--- config.mk ---
export PLATFORM = sky130hd
export DESIGN_NAME = lab3_task1_tester
export DESIGN_NICKNAME = d
export VERILOG_FILES = /design/src/rtl/lab3_task1_tester.sv
export SDC_FILE = /design/constraint.sdc
export NUM_CORES = 1
export LEC_CHECK = 0
export ABC_AREA = 1
export ABC_CLOCK_PERIOD_IN_PS = 2600
export CORE_ASPECT_RATIO = 1.2
export CORE_MARGIN = 2
export CORE_UTILIZATION = 45
export CTS_CLUSTER_SIZE = 30
export DETAILED_ROUTE_END_ITERATION = 6
export PLACE_DENSITY_LB_ADDON = 0.15
export RECOVER_POWER = 50
export SLEW_MARGIN = 20
export SYNTH_ARGS = -nofsm -noshare
export SYNTH_HDL_FRONTEND = slang
export SYNTH_SLANG_ARGS = --single-unit
--- constraint.sdc ---
create_clock -name clk -period 2.6 [get_ports clk]
set_clock_uncertainty 0.1 [all_clocks]
set_input_delay 0.39 -clock clk [delete_from_list [all_inputs] [get_ports clk]]
set_output_delay 0.39 -clock clk [all_outputs]
set_load 0.02 [all_outputs]
--- src/rtl/lab3_task1_tester.sv ---
// Stimulus/response tester for the lab 3 task 1 unit: walks {a,b,c} through 0..7 and checks x/y.
// Define LAB3_TESTER_LOOP_EN for continuous self-test, with results accumulating until reset.
module lab3_task1_tester #(
  parameter int SETTLE_CYCLES = 2,
  parameter int ERR_W         = 4
) (
  input  logic             clk,
  input  logic             rst_n,
  input  logic             start,
  output logic             a,
  output logic             b,
  output logic             c,
  input  logic             x_in,
  input  logic             y_in,
  output logic             busy,
  output logic             done,
  output logic             pass,
  output logic [ERR_W-1:0] err_count,
  output logic             fail_valid,
  output logic [2:0]       fail_vec
);

  // state  | meaning
  // IDLE   | waiting for start; results of the last run held
  // APPLY  | drive vector idx onto a/b/c, load settle timer
  // SETTLE | wait SETTLE_CYCLES for the unit outputs to settle
  // CHECK  | compare x_in/y_in with golden values, advance idx
  // DONE   | one-cycle done pulse, pass/fail reported
  typedef enum logic [2:0] {
    S_IDLE   = 3'd0,
    S_APPLY  = 3'd1,
    S_SETTLE = 3'd2,
    S_CHECK  = 3'd3,
    S_DONE   = 3'd4
  } state_t;

  // The terminal count is zero, so the timer loads one less than the wait length.
  localparam logic [3:0]       SETTLE_LOAD = (SETTLE_CYCLES == 0) ? 4'd0 : 4'(SETTLE_CYCLES - 1);
  localparam logic [ERR_W-1:0] ERR_MAX     = {ERR_W{1'b1}};
  localparam logic [ERR_W-1:0] ERR_ONE     = ERR_W'(1);

  state_t     state_q;
  state_t     state_d;
  logic [2:0] idx_q;
  logic [3:0] settle_q;

  logic exp_x;
  logic exp_y;
  logic mismatch;
  logic settle_tc;
  logic last_vec;
  logic any_err;

  assign exp_x     = ~c ^ (a | b);
  assign exp_y     = (~(a & b) ^ (a | b)) & (a | b);
  assign mismatch  = (x_in != exp_x) || (y_in != exp_y);
  assign settle_tc = (settle_q == 4'd0);
  assign last_vec  = (idx_q == 3'd7);
  // fail_valid tracks "any error so far" even once err_count has saturated.
  assign any_err   = mismatch || fail_valid;

  always_ff @(posedge clk or negedge rst_n) begin
    if (!rst_n) begin
      state_q <= S_IDLE;
    end else begin
      state_q <= state_d;
    end
  end

  always_comb begin
    state_d = state_q;
    unique case (state_q)
      S_IDLE:   if (start) state_d = S_APPLY;
      S_APPLY:  state_d = (SETTLE_CYCLES == 0) ? S_CHECK : S_SETTLE;
      S_SETTLE: if (settle_tc) state_d = S_CHECK;
      S_CHECK:  state_d = last_vec ? S_DONE : S_APPLY;
`ifdef LAB3_TESTER_LOOP_EN
      S_DONE:   state_d = S_APPLY;
`else
      S_DONE:   state_d = S_IDLE;
`endif
      default:  state_d = S_IDLE;
    endcase
  end

  always_comb begin
    busy = (state_q != S_IDLE);
    done = (state_q == S_DONE);
  end

  always_ff @(posedge clk or negedge rst_n) begin
    if (!rst_n) begin
      a          <= 1'b0;
      b          <= 1'b0;
      c          <= 1'b0;
      idx_q      <= 3'd0;
      settle_q   <= 4'd0;
      pass       <= 1'b0;
      err_count  <= '0;
      fail_valid <= 1'b0;
      fail_vec   <= 3'd0;
    end else begin
      case (state_q)
        S_IDLE: begin
          if (start) begin
            idx_q      <= 3'd0;
            pass       <= 1'b0;
            err_count  <= '0;
            fail_valid <= 1'b0;
            fail_vec   <= 3'd0;
          end
        end
        S_APPLY: begin
          {a, b, c} <= idx_q;
          settle_q  <= SETTLE_LOAD;
        end
        S_SETTLE: begin
          if (!settle_tc) settle_q <= settle_q - 4'd1;
        end
        S_CHECK: begin
          if (mismatch) begin
            if (err_count != ERR_MAX) err_count <= err_count + ERR_ONE;
            if (!fail_valid) begin
              fail_valid <= 1'b1;
              fail_vec   <= idx_q;
            end
          end
          // pass is settled on the way into DONE so it is valid alongside the done pulse.
          if (last_vec) begin
            pass <= !any_err;
          end else begin
            idx_q <= idx_q + 3'd1;
          end
        end
`ifdef LAB3_TESTER_LOOP_EN
        S_DONE: begin
          idx_q <= 3'd0;
        end
`endif
        default: begin
        end
      endcase
    end
  end

endmodule

==> results.md <==
- List of most frequent post-synthesis cells: sky130_fd_sc_hd__nand2_1, sky130_fd_sc_hd__dfrtp_1, sky130_fd_sc_hd__inv_1
- First-pass detailed-route iteration total: 4
- Pin count of the biggest net entering global routing: 23
- # IOs: 19
- Global-route usage over all layers: 17.0%
- Worst-skew pair later-pin latency: 0.30 ns
- Worst-margin pin slew: 1.18 ns
- Total of hold buffers inserted after clock tree synthesis: 0
- Portion of synthesized cell area occupied by the leading cell type: 43.5%
- Final period demand of the worst path: 2.09 ns
- Static Leak: 0.000742 µW
- Drc violations: 0
- Net Sw Frac: 45.8%
- Setup bufs post-CTS: 0
- Netlist area before placement: 1260 µm²
- Area of the die: 3250 µm²
- Top post-synthesis cells by area: sky130_fd_sc_hd__dfrtp_1, sky130_fd_sc_hd__nand2_1, sky130_fd_sc_hd__inv_1
- Buffer type at the clock tree root: sky130_fd_sc_hd__clkbuf_4
- Count of routing violations after the opening detailed-route iteration: 31
- Netlist cell types: 23
- Total count of max-transition violations in the final report: 0
- Number of nets in the final layout: 186
- Max_cap viols: 0
- Syn_nets: 164
- Clk pwr share: 12.0%
- Final global-route overflow total: 0
- Weighted congestion at the end of routability-driven global placement: 0.776
- Cell accounting for the most synthesized area: sky130_fd_sc_hd__dfrtp_1
- Initial antenna violation count: 0
- Critical path startpoint category: flip-flop
- Internal Pwr Total: 842 µW
- Run status: completed
- Buffers plus inverters on the worst setup path: 2
- Crit-path max FO: 5
- Part of the total power dissipated in sequential elements: 35.8%
- Overall routed net length: 2.37 mm
- Final Cycle Share: 80.4%
- Maximum clock frequency: 478 MHz
- Power density relative to cell area: 1040 nW/µm²
- Ordered list of cells on the worst path: inv_1 -> nand3_4 -> clkdlybuf4s50_1
- Gate count of the mapped netlist: 154
- Number of buffers created by CTS: 3
- Area of the placeable core: 2730 µm²
- Vias in the first global route: 977
- Sequential-to-total area share from yosys stat: 43.5%
- Detail Placement HPWL: 1.85 mm
- CTS clock-pin slew for the worst setup and hold paths: 0.12 ns
- Hold_ws: 0.383 ns
- Setup Total Neg Slack: 0 ns
- Resize count post-CTS: 0
- Number of standard cells in the layout, taps in and fillers out: 209
- FP Rows: 21
- Post-synth ARST share: 100%
- Main synth FF type: sky130_fd_sc_hd__dfrtp_1
- Average detailed-routed wire length per instance: 11.3 µm
- Vias per cell: 5.00
- Required time at the endpoint of the critical path: 2.11 ns
- Arrival time of the worst setup path: 1.60 ns
- Largest stage delay on the critical path: 0.61 ns
- Largest delay contributor family on the critical path: buffers and inverters
- Nature of the critical path endpoint: output port
- Synthesized flop and latch total: 22
- Max-Slew Margin vs Limit: 21.6%
- Count of final hold-check violations: 0
- Worst-case clock buffer depth: 2
- Number of enable flip-flop cells after synthesis: 0
- Ratio of cells with drive above 1 in the final layout: 11.4%
- Path type of the worst min-delay path: flip-flop to flip-flop
- Setup repair after global routing missed its margin: false
- TritonCTS clock tree: done
- Crit path kind: flip-flop to output port
- Width of the die: 52.4 µm
- Mean area per synthesized cell: 8.21 µm²
- Slowest stage cell, crit path: sky130_fd_sc_hd__clkdlybuf4s50_1
- IR Drop Worst-Case VDD: 556 µV
- Height of the die: 62.1 µm
- Number of levels in the clock H-tree: 1
- TritonCTS Sinks: 22
- Part of the total power dissipated in combinational logic: 52.2%
- Cell Count Post-Placement: 205
- Starting Density: 46.3%
- Library cell with the highest instance count after synthesis: sky130_fd_sc_hd__nand2_1
- Detail Route Antenna Nets: 0
- Port Buf Inserts: 18
- ANT cells: 0
- Count of warnings emitted by yosys: 0
- First-pass GRT wire length: 4.13 mm
- # setup viols final: 0
- Routed via count: 1046
- Switching component of the power: 712 µW
- Area Overhead vs Synth: 18.0%
## cell families after synthesis
family / Yosys count / share of synthesized area [%]
adder cells (fa/ha/maj): 5 / 4.95
AO/OA/AOI/OAI: 14 / 7.32
flip-flops: 22 / 43.5
AND/OR/NAND/NOR: 87 / 34.9
XOR/XNOR: 1 / 0.693
buffers and inverters: 25 / 8.60
## layer usage
metal,share of wire (%),GRT usage [%],up-vias
met5,0,0,-
met1,43,20.5,487
met3,2.2,2.15,6
met4,2.5,8.06,0
met2,52,30.4,14
li1,-,-,539
## registers in the layout (all words and copies together), names as in the netlist
register / count
a: 1
b: 1
c: 1
err_count: 4
fail_valid: 1
fail_vec: 3
idx_q: 3
pass: 1
settle_q: 4
state_q: 3
## area by class of cell
cell class                 count  area, µm²
inverter                      23       86.3
clock buffer                   4       36.3
fill                         270       1240
timing repair buffer          19        184
tap                           34       42.5
sequential                    22        551
multi-input combinational    107        593
## power by group through the flow
stage	clock [µW]	combinational (µW)	sequential [µW]
floorplan	0	556	612
global placement	0	810	559
detailed placement	0	832	569
CTS	192	834	562
global route	209	922	576
finish	186	812	557
## cells in the final DEF (no fill, tap or decap)
| cell type | Yosys | routed |
|---|---|---|
| sky130_fd_sc_hd__nor3_2 | 2 | 1 |
| sky130_fd_sc_hd__nor3_1 | 1 | 2 |
| sky130_fd_sc_hd__inv_2 | 5 | 4 |
| sky130_fd_sc_hd__a31oi_2 | 1 | 1 |
| sky130_fd_sc_hd__nor2_4 | 2 | 1 |
| sky130_fd_sc_hd__nand3_4 | 2 | 2 |
| sky130_fd_sc_hd__o21ai_2 | 1 | 1 |
| sky130_fd_sc_hd__o21ai_1 | 2 | 2 |
| sky130_fd_sc_hd__clkbuf_1 | 0 | 1 |
| sky130_fd_sc_hd__nand2_1 | 45 | 45 |
| sky130_fd_sc_hd__nand4_1 | 8 | 8 |
| sky130_fd_sc_hd__o21ai_4 | 1 | 1 |
| sky130_fd_sc_hd__inv_1 | 18 | 19 |
| sky130_fd_sc_hd__nor2_1 | 14 | 15 |
| sky130_fd_sc_hd__ha_1 | 5 | 5 |
| sky130_fd_sc_hd__clkbuf_4 | 0 | 3 |
| sky130_fd_sc_hd__o21ai_0 | 6 | 6 |
| sky130_fd_sc_hd__xor2_1 | 1 | 1 |
| sky130_fd_sc_hd__a21oi_1 | 3 | 3 |
| sky130_fd_sc_hd__nand3_1 | 8 | 8 |
| sky130_fd_sc_hd__dfrtp_1 | 22 | 22 |
| sky130_fd_sc_hd__nand2_2 | 1 | 1 |
| sky130_fd_sc_hd__nand2_4 | 1 | 1 |
| sky130_fd_sc_hd__clkbuf_8 | 0 | 1 |
| sky130_fd_sc_hd__nand3_2 | 3 | 3 |
| sky130_fd_sc_hd__clkdlybuf4s50_1 | 0 | 17 |
| sky130_fd_sc_hd__dlygate4sd3_1 | 0 | 1 |
## worst reg2reg max path, stage by stage (launching register included)
cell and delay, ns:
sky130_fd_sc_hd__dfrtp_1 0.44, sky130_fd_sc_hd__inv_1 0.15, sky130_fd_sc_hd__nand3_4 0.12, sky130_fd_sc_hd__o21ai_4 0.34, sky130_fd_sc_hd__nand3_2 0.19, sky130_fd_sc_hd__nand2_1 0.09, sky130_fd_sc_hd__nand2_1 0.05
## per-stage QoR
| stage | power (µW) | util, % | instance area (µm²) | setup slack, ns |
|---|---|---|---|---|
| 2_1_floorplan | 1170 | - | 1260 | 1.15 |
| 3_3_place_gp | 1370 | 53.9 | 1470 | 0.813 |
| 3_5_place_dp | 1400 | 53.9 | 1470 | 0.768 |
| 4_1_cts | 1590 | 55.2 | 1510 | 0.480 |
| 5_1_grt | 1710 | 54.6 | 1490 | 0.436 |
| 6_report | 1550 | 54.6 | 1490 | 0.510 |
## path summary, 6_finish.rpt
kind / from / end / slack, ns / depth (start not counted)
worst max-delay path: state_q[1] / busy / 0.51 / 3
worst max register to register: state_q[1] / err_count[3] / 1.03 / 6
worst min-delay path: fail_vec[2] / fail_vec[2] / 0.38 / 2
min in group asynchronous: rst_n / b / 0.72 / 2
worst min register to register: fail_vec[2] / fail_vec[2] / 0.38 / 2
max in group asynchronous: rst_n / state_q[1] / 0.98 / 2
No activity file was read; power rests on OpenSTA's default activity.
